<file path="src/rtl/rpeak_detector_mc.sv">
// rpeak_detector_mc: multi-channel ECG R-peak detector.
// NUM_CH channels share one datapath driven by a three-state control FSM
// (IDLE -> CALC -> DECIDE). Per-channel moving-average, threshold and
// detector state are held in register arrays indexed by the sample channel.
// Optional build macro: RPEAK_RR_OUTLIER_EN adds per-channel RR history and
// drives o_rr_irregular; without it o_rr_irregular is tied low.

module rpeak_detector_mc #(
  parameter int  DATA_WIDTH   = 11,
  parameter int  CTR_WIDTH    = 22,
  parameter int  NUM_CH       = 4,
  parameter int  NAVG         = 16,
  parameter int  INIT_SAMPLES = 256,
  parameter int  REFRACTORY   = 50,
  parameter int  TH_SHIFT     = 1,
  localparam int CHW          = (NUM_CH > 1) ? $clog2(NUM_CH) : 1
) (
  input  logic                         i_clk,
  input  logic                         i_rst,
  input  logic                         i_ce,
  input  logic signed [DATA_WIDTH-1:0] i_sample,
  input  logic [CHW-1:0]               i_sample_ch,
  input  logic                         i_sample_valid,
  output logic                         o_ready,
  input  logic [CTR_WIDTH-1:0]         i_ctr,
  output logic                         o_peak_valid,
  output logic [CHW-1:0]               o_peak_ch,
  output logic [CTR_WIDTH-1:0]         o_rpeak_location,
  output logic                         o_rr_valid,
  output logic [CTR_WIDTH-1:0]         o_rr_period,
  output logic                         o_rr_irregular,
  output logic [NUM_CH-1:0]            o_th_initialised,
  output logic [NUM_CH-1:0]            o_alg_active
);

  localparam int DW = DATA_WIDTH;
  localparam int AW = $clog2(NAVG);                     // log2 of averaging length
  localparam int SW = DW + AW;                          // running-sum width
  localparam int XW = DW - 1;                           // saturated |deviation| width
  localparam int FW = $clog2(NAVG + 1);                 // fill counter width
  localparam int IW = (INIT_SAMPLES > 1) ? $clog2(INIT_SAMPLES + 1) : 1;
  localparam int RW = (REFRACTORY > 1) ? $clog2(REFRACTORY + 1) : 1;
  localparam logic [CHW:0] NUM_CH_X = (CHW + 1)'(NUM_CH);

  typedef enum logic [1:0] {C_IDLE, C_CALC, C_DECIDE} ctl_e;
  typedef enum logic [1:0] {D_INIT, D_SEARCH, D_QRS, D_REFR} det_e;

  // ---------------------------------------------------------------------------
  // Control FSM
  // ---------------------------------------------------------------------------
  ctl_e ctl_q, ctl_d;
  logic ready, accept, calc_en, decide_en;

  // Control FSM state register
  always_ff @(posedge i_clk or posedge i_rst) begin
    if (i_rst) ctl_q <= C_IDLE;
    else       ctl_q <= ctl_d;
  end

  // Control FSM next state; every step waits for the clock enable
  always_comb begin
    // NOTE: every variable driven here gets a default first, so no path can infer a latch.
    ctl_d = ctl_q;
    unique case (ctl_q)
      C_IDLE:   if (accept) ctl_d = C_CALC;
      C_CALC:   if (i_ce)   ctl_d = C_DECIDE;
      C_DECIDE: if (i_ce)   ctl_d = C_IDLE;
      default:              ctl_d = C_IDLE;
    endcase
  end

  // Control FSM outputs: handshake and stage enables
  always_comb begin
    ready     = (ctl_q == C_IDLE) && i_ce;
    accept    = ready && i_sample_valid;
    calc_en   = (ctl_q == C_CALC) && i_ce;
    decide_en = (ctl_q == C_DECIDE) && i_ce;
  end

  assign o_ready = ready;

  // ---------------------------------------------------------------------------
  // Accepted-sample latch
  // ---------------------------------------------------------------------------
  logic [DW-1:0]        smp_q;
  logic [CHW-1:0]       ch_q;
  logic [CTR_WIDTH-1:0] ctr_q;
  logic                 ch_ok;
  logic [CHW-1:0]       idx;

  // Capture sample, channel and counter on accept
  always_ff @(posedge i_clk or posedge i_rst) begin
    // NOTE: sequential state is assigned with <= so every flop samples pre-edge values.
    if (i_rst) begin
      smp_q <= '0;
      ch_q  <= '0;
      ctr_q <= '0;
    end else if (accept) begin
      smp_q <= i_sample;
      ch_q  <= i_sample_ch;
      ctr_q <= i_ctr;
    end
  end

  // Out-of-range channels are carried through the FSM but touch no state
  assign ch_ok = ({1'b0, ch_q} < NUM_CH_X);
  assign idx   = ch_ok ? ch_q : '0;

  // ---------------------------------------------------------------------------
  // CALC stage: moving average and absolute deviation
  // ---------------------------------------------------------------------------
  logic [DW-1:0] sample_mem [NUM_CH][NAVG];
  logic [SW-1:0] sum_q  [NUM_CH];
  logic [AW-1:0] ptr_q  [NUM_CH];
  logic [FW-1:0] fill_q [NUM_CH];

  logic          filled;
  logic [DW-1:0] old_smp;
  logic [SW-1:0] sum_d;
  logic [DW-1:0] avg;
  logic [DW:0]   dev, mag;
  logic [XW-1:0] diff_calc;

  logic [XW-1:0] diff_q;
  logic          active_q, full_q;

  // Running sum, average and saturated |sample - average|
  always_comb begin
    filled    = (fill_q[idx] == FW'(NAVG));
    old_smp   = filled ? sample_mem[idx][ptr_q[idx]] : '0;
    sum_d     = sum_q[idx] - {{AW{old_smp[DW-1]}}, old_smp} + {{AW{smp_q[DW-1]}}, smp_q};
    avg       = sum_d[SW-1:AW];
    dev       = {smp_q[DW-1], smp_q} - {avg[DW-1], avg};
    mag       = dev[DW] ? (~dev + 1'b1) : dev;
    diff_calc = '0;
    if (filled) diff_calc = (mag > {2'b00, {XW{1'b1}}}) ? {XW{1'b1}} : mag[XW-1:0];
  end

  // Sample ring buffer write
  // NOTE: the buffer RAM has no reset; fill counters keep stale words from ever being read.
  always_ff @(posedge i_clk) begin
    if (calc_en && ch_ok) sample_mem[idx][ptr_q[idx]] <= smp_q;
  end

  // Per-channel averaging state and CALC result registers
  always_ff @(posedge i_clk or posedge i_rst) begin
    if (i_rst) begin
      for (int c = 0; c < NUM_CH; c++) begin
        sum_q[c]  <= '0;
        ptr_q[c]  <= '0;
        fill_q[c] <= '0;
      end
      diff_q   <= '0;
      active_q <= 1'b0;
      full_q   <= 1'b0;
    end else if (calc_en) begin
      diff_q   <= diff_calc;
      active_q <= ch_ok && filled;
      full_q   <= ch_ok && (filled || (fill_q[idx] == FW'(NAVG - 1)));
      if (ch_ok) begin
        sum_q[idx] <= sum_d;
        ptr_q[idx] <= ptr_q[idx] + 1'b1;
        if (!filled) fill_q[idx] <= fill_q[idx] + 1'b1;
      end
    end
  end

  // ---------------------------------------------------------------------------
  // DECIDE stage: per-channel detector
  // ---------------------------------------------------------------------------
  det_e                 det_q      [NUM_CH];
  logic [XW-1:0]        thr_q      [NUM_CH];
  logic [XW-1:0]        pk_q       [NUM_CH];
  logic [XW-1:0]        max_q      [NUM_CH];
  logic [CTR_WIDTH-1:0] loc_q      [NUM_CH];
  logic [CTR_WIDTH-1:0] prev_loc_q [NUM_CH];
  logic [RW-1:0]        rcnt_q     [NUM_CH];
  logic [IW-1:0]        icnt_q     [NUM_CH];
  logic [NUM_CH-1:0]    have_prev_q;

  det_e                 det_d;
  logic [XW-1:0]        thr_d, pk_d, max_d, peak_max;
  logic [XW:0]          thr_sum;
  logic [CTR_WIDTH-1:0] loc_d, prev_loc_d, rr_d;
  logic [RW-1:0]        rcnt_d;
  logic [IW-1:0]        icnt_d;
  logic                 have_prev_d, init_done, peak_fire, rr_fire, irr_d;

  // Detector next state for the channel in flight
  always_comb begin
    det_d       = det_q[idx];
    thr_d       = thr_q[idx];
    pk_d        = pk_q[idx];
    max_d       = max_q[idx];
    loc_d       = loc_q[idx];
    prev_loc_d  = prev_loc_q[idx];
    rcnt_d      = rcnt_q[idx];
    icnt_d      = icnt_q[idx];
    have_prev_d = have_prev_q[idx];
    init_done   = 1'b0;
    peak_fire   = 1'b0;
    rr_fire     = 1'b0;
    rr_d        = loc_q[idx] - prev_loc_q[idx];
    peak_max    = (diff_q > max_q[idx]) ? diff_q : max_q[idx];
    thr_sum     = {1'b0, thr_q[idx]} + {1'b0, (pk_q[idx] >> TH_SHIFT)};
    if (ch_ok && active_q) begin
      unique case (det_q[idx])
        D_INIT: begin
          max_d = peak_max;
          if (icnt_q[idx] == IW'(INIT_SAMPLES - 1)) begin
            thr_d     = peak_max >> TH_SHIFT;
            init_done = 1'b1;
            det_d     = D_SEARCH;
          end else begin
            icnt_d = icnt_q[idx] + 1'b1;
          end
        end
        D_SEARCH: begin
          if (diff_q > thr_q[idx]) begin
            det_d = D_QRS;
            pk_d  = diff_q;
            loc_d = ctr_q;
          end
        end
        D_QRS: begin
          if (diff_q > pk_q[idx]) begin
            pk_d  = diff_q;
            loc_d = ctr_q;
          end else if (diff_q <= thr_q[idx]) begin
            peak_fire   = 1'b1;
            rr_fire     = have_prev_q[idx];
            prev_loc_d  = loc_q[idx];
            have_prev_d = 1'b1;
            thr_d       = XW'(thr_sum >> 1);
            rcnt_d      = RW'(REFRACTORY);
            det_d       = D_REFR;
          end
        end
        D_REFR: begin
          if (rcnt_q[idx] <= RW'(1)) begin
            rcnt_d = '0;
            det_d  = D_SEARCH;
          end else begin
            rcnt_d = rcnt_q[idx] - 1'b1;
          end
        end
        default: det_d = D_INIT;
      endcase
    end
  end

  // Per-channel detector state write-back
  always_ff @(posedge i_clk or posedge i_rst) begin
    if (i_rst) begin
      for (int c = 0; c < NUM_CH; c++) begin
        det_q[c]      <= D_INIT;
        thr_q[c]      <= '0;
        pk_q[c]       <= '0;
        max_q[c]      <= '0;
        loc_q[c]      <= '0;
        prev_loc_q[c] <= '0;
        rcnt_q[c]     <= '0;
        icnt_q[c]     <= '0;
      end
      have_prev_q <= '0;
    end else if (decide_en && ch_ok) begin
      det_q[idx]       <= det_d;
      thr_q[idx]       <= thr_d;
      pk_q[idx]        <= pk_d;
      max_q[idx]       <= max_d;
      loc_q[idx]       <= loc_d;
      prev_loc_q[idx]  <= prev_loc_d;
      rcnt_q[idx]      <= rcnt_d;
      icnt_q[idx]      <= icnt_d;
      have_prev_q[idx] <= have_prev_d;
    end
  end

  // ---------------------------------------------------------------------------
  // RR irregularity (optional)
  // ---------------------------------------------------------------------------
`ifdef RPEAK_RR_OUTLIER_EN
  logic [CTR_WIDTH-1:0] prev_rr_q [NUM_CH];
  logic [NUM_CH-1:0]    have_rr_q;
  logic [CTR_WIDTH-1:0] rr_delta;

  // Compare the new RR against the previous one of the same channel
  always_comb begin
    rr_delta = (rr_d >= prev_rr_q[idx]) ? (rr_d - prev_rr_q[idx]) : (prev_rr_q[idx] - rr_d);
    irr_d    = have_rr_q[idx] && (rr_delta > (prev_rr_q[idx] >> 2));
  end

  // RR history update on every reported interval
  always_ff @(posedge i_clk or posedge i_rst) begin
    if (i_rst) begin
      for (int c = 0; c < NUM_CH; c++) prev_rr_q[c] <= '0;
      have_rr_q <= '0;
    end else if (decide_en && rr_fire) begin
      prev_rr_q[idx] <= rr_d;
      have_rr_q[idx] <= 1'b1;
    end
  end
`else
  assign irr_d = 1'b0;
`endif

  // ---------------------------------------------------------------------------
  // Output registers (updated on the DECIDE -> IDLE edge)
  // ---------------------------------------------------------------------------
  logic                 peak_valid_q, rr_valid_q, rr_irr_q;
  logic [CHW-1:0]       peak_ch_q;
  logic [CTR_WIDTH-1:0] rloc_q, rr_period_q;
  logic [NUM_CH-1:0]    th_init_q, alg_active_q;

  // Pulses last one cycle regardless of i_ce; data outputs hold between pulses
  always_ff @(posedge i_clk or posedge i_rst) begin
    if (i_rst) begin
      peak_valid_q <= 1'b0;
      rr_valid_q   <= 1'b0;
      rr_irr_q     <= 1'b0;
      peak_ch_q    <= '0;
      rloc_q       <= '0;
      rr_period_q  <= '0;
      th_init_q    <= '0;
      alg_active_q <= '0;
    end else begin
      peak_valid_q <= decide_en && peak_fire;
      rr_valid_q   <= decide_en && rr_fire;
      if (decide_en && peak_fire) begin
        peak_ch_q <= idx;
        rloc_q    <= loc_q[idx];
      end
      if (decide_en && rr_fire) begin
        rr_period_q <= rr_d;
        rr_irr_q    <= irr_d;
      end
      if (decide_en && init_done)        th_init_q[idx]    <= 1'b1;
      if (decide_en && ch_ok && full_q)  alg_active_q[idx] <= 1'b1;
    end
  end

  assign o_peak_valid     = peak_valid_q;
  assign o_peak_ch        = peak_ch_q;
  assign o_rpeak_location = rloc_q;
  assign o_rr_valid       = rr_valid_q;
  assign o_rr_period      = rr_period_q;
  assign o_rr_irregular   = rr_irr_q;
  assign o_th_initialised = th_init_q;
  assign o_alg_active     = alg_active_q;

endmodule

</file>
<file path="config.mk">
export PLATFORM = sky130hd
export DESIGN_NAME = rpeak_detector_mc
export DESIGN_NICKNAME = d
export VERILOG_FILES = /design/src/rtl/rpeak_detector_mc.sv
export SDC_FILE = /design/constraint.sdc
export NUM_CORES = 2
export LEC_CHECK = 0
export ABC_CLOCK_PERIOD_IN_PS = 45100
export CELL_PAD_IN_SITES_DETAIL_PLACEMENT = 0
export CELL_PAD_IN_SITES_GLOBAL_PLACEMENT = 1
export CORE_MARGIN = 3
export CORE_UTILIZATION = 46
export CTS_CLUSTER_DIAMETER = 60
export DETAILED_ROUTE_END_ITERATION = 8
export PLACE_DENSITY_LB_ADDON = 0.12
export SYNTH_ARGS = -nofsm -noshare
export SYNTH_HDL_FRONTEND = slang
export SYNTH_SLANG_ARGS = --single-unit
</file>
<file path="constraint.sdc">
create_clock -name i_clk -period 45.1 [get_ports i_clk]
set_clock_uncertainty 0.2 [all_clocks]
set_input_delay 11.275 -clock i_clk [delete_from_list [all_inputs] [get_ports i_clk]]
set_output_delay 11.275 -clock i_clk [all_outputs]
set_load 0.1 [all_outputs]
</file>
==> impl_results.md <==
- Status: finished, final reports clean
- Syn_area_per_cell: 14.4 µm²
- R2r startpoint: ch_q[0]
- DR DRC count: 0
- Port buffer count: 95
- Number of synthesized flops with an enable pin: 704
- Core area: 122,000 µm²
- Fin crit share: 54.8%
- Post-synth design cell area: 56,800 µm²
- Die Ht: 357 µm
- Tmin final: 24.69 ns
- Final slew viol count: 0
- Fill cells: 10,200
- Ys Warns: 0
- Area after DPL: between 50,000 and 60,000 µm²
- Critical path cell sequence: clkdlybuf4s50_1 > inv_1 > nor3_1 > clkdlybuf4s50_1
- CTS Buf Count: 147
- CP startpoint kind: input pin
- #FFs+latches synth: 1,273
- RSZ-0062 raised after global routing: false
- Worst skew pair latency: ~0.76 ns
- Number of unique standard cell types used by synthesis: between 80 and 90
- Final instance area: 64,100 µm²
- Number of global-route vias before repair: 33,600
- Post-synth ARST share: 44.7%
- Drt initial violations: 2,165
- Sequential Area: between 30,000 and 40,000 µm²
- Mapped Nets: 4,101
- H-tree depth: 4
- Setup bufs post-CTS: 0
- Clock Tree Root: clkbuf_16
- Area leader, netlist: edfxtp_1
- CP endpoint kind: output pin
- Pin count of the biggest net entering global routing: ~160
- TNS Setup: 0 ns
- HPWL after DPL: 87,800 µm
- Sequential area share after synthesis: 62.3%
- Ys flop type: edfxtp_1
- Worst Reg-to-Reg Cells: 30
- Post-route ant nets: 0
- Via count: approximately 32,000
- Slew margin rel.: 17.0%
- Kind of cell adding the most delay to the critical path: buffers and inverters
- Pwr dens: 66.2 nW/µm²
- GRT overflow: 0
- Critical setup path kind: in2out
- Slew @ Worst Pin: about 1.2 ns
- Die X: 357 µm
- Commonest cells in the netlist: edfxtp_1, dfrtp_1, nand2_1
- Clk slew on worst S/H paths: approximately 0.05 ns
- Fraction of layout cells with a size suffix above 1: 20.0%
- Required time of the critical path: 33.62 ns
- Hold bufs inserted after CTS: 0
- Clk sink count: 1,273
- CP peak stage delay: 1.16 ns
- Hold path depth: 2
- First-pass GRT wire length: 216,000 µm
- Crit path top cell by count: clkdlybuf4s50_1
- DRT met1 WL: 62,500 µm
- Drt wl/cell: 24.7 µm
- Max Freq: 40.5 MHz
- Initial antenna violation count: 0
- NumNets Final: 4,189
- WL met3: 4910 µm
- Routability cong.: 0.811
- DR top layer: met4
- Leak: 0.0244 µW
- Post-synth top area share: 37.2%
- Maximum resistive drop on vdd: 0.0000830 V
- Initial Util: between 40% and 50%
- Arrival time worst endpoint: around 13 ns
- Stages on worst setup path: 4
- Ports: 97
- P&R area growth vs syn: 12.9%
- Buf/Inv on CP: 3
- Met2 Routed Length: between 70,000 and 80,000 µm
- Multi-input gate area: around 20,000 µm²
- Worst min-delay path startpoint: pk_q[6]
- Critical path's slowest cell: clkdlybuf4s50_1
- Max cap viols: 0
- Longest Clk Path Bufs: 3
- Synth Instances: 3,945
- First drt pass iteration count: 5
- Die area: 128,000 µm²
- Row cnt: 128
- Gr usage total: a little under a quarter
- CTS tree: yes
- Hold Crit Class: reg2reg
- Worst setup path start: i_ce
- Routed WL: 142,000 µm
- Post_cts resized: 0
- Most frequent cell after synthesis: edfxtp_1
- Worst Path Max Fanout: 5
- Final hold viol count: 0
- DR vias/cell: 5.62
- Final setup fails: 0
- WHS: about 0.27 ns
- Largest cells by area after synthesis: edfxtp_1, dfrtp_1, mux4_2
==> flip-flops by register name, summed over array words and instances, names as in the netlist, 8 cells and up <==
register          count
sample_mem          704
loc_q                88
prev_loc_q           88
sum_q                60
max_q                40
pk_q                 40
thr_q                40
icnt_q               36
rcnt_q               24
ctr_q                22
o_rpeak_location     22
o_rr_period          22
fill_q               20
ptr_q                16
smp_q                11
diff_q               10
det_q                 8
==> logic make-up (layout without fill, tap and decap cells) <==
logic type                 count (synthesis)  count (layout)  synth area share, %
xor gates and xnor gates                  57              57                0.879
AOI/OAI and AO/OA                        775             775                 8.07
and+or+nand+nor                          794             794                 6.05
DFF                                     1273            1273                 62.3
muxes                                    569             569                 17.0
buffers and inverters                    359             553                 2.94
other                                      1               2              0.00660
adders and majority gates                117             117                 2.80
==> layout by cell type (no fill, tap or decap), types with 66 or more instances in the layout <==
master           count
edfxtp_1           704
dfrtp_1            556
nand2_1            484
o21ai_0            398
mux4_2             283
mux2_2             206
clkbuf_16          150
inv_1              133
a21oi_1            131
nor2_1             121
ha_1               100
clkdlybuf4s50_1     95
a211oi_1            72
mux2i_1             71
buf_4               66
==> worst min-delay path, delay by kind of cell (launching register included) <==
kind,cells,cell delay (ns)
flip-flops,1,0.33
AO/OA/AOI/OAI,1,0.06
AND/OR/NAND/NOR,1,0.04
==> power by group <==
part           internal (µW)  switching, µW
combinational            628           1050
clock                    706            475
sequential              1350           34.2
==> layer usage <==
layer,GRT usage (%),vias up
met2,38.6,565
met4,5.86,0
met5,0,-
li1,-,15000
met1,30.6,16600
met3,3.23,173
==> path summary, 6_finish.rpt <==
path	slack, ns	endpoint
setup reg to reg	35.62	diff_q[5]
hold / removal	0.27	pk_q[6]
setup / recovery	20.41	o_ready
hold reg to reg	0.27	pk_q[6]
max in group asynchronous	31.61	ctr_q[7]
min in group asynchronous	10.86	max_q[31]
==> through the flow <==
stage               total power [µW]  cells  util (%)  worst slack [ns]
global route                    4500   5764      52.5             20.30
global placement                3090   5509      48.5             20.35
floorplan                       2640   3945         -             17.71
CTS                             4290   5764      52.5             20.41
detailed placement              3100   5509      48.5             20.41
finish                          4240   5765      52.5             20.41
==> area by class of cell <==
cell class | instances | area share [%]
multi-input cells | 2313 | 31.0
clock inverters | 68 | 1.22
inverters | 134 | 0.796
well taps | 1625 | 3.17
flip-flops and latches | 1273 | 55.2
repair buffers | 164 | 2.35
clock buffers | 187 | 6.28
diodes | 1 | 0.00390
(Power assumes the default switching activity.)
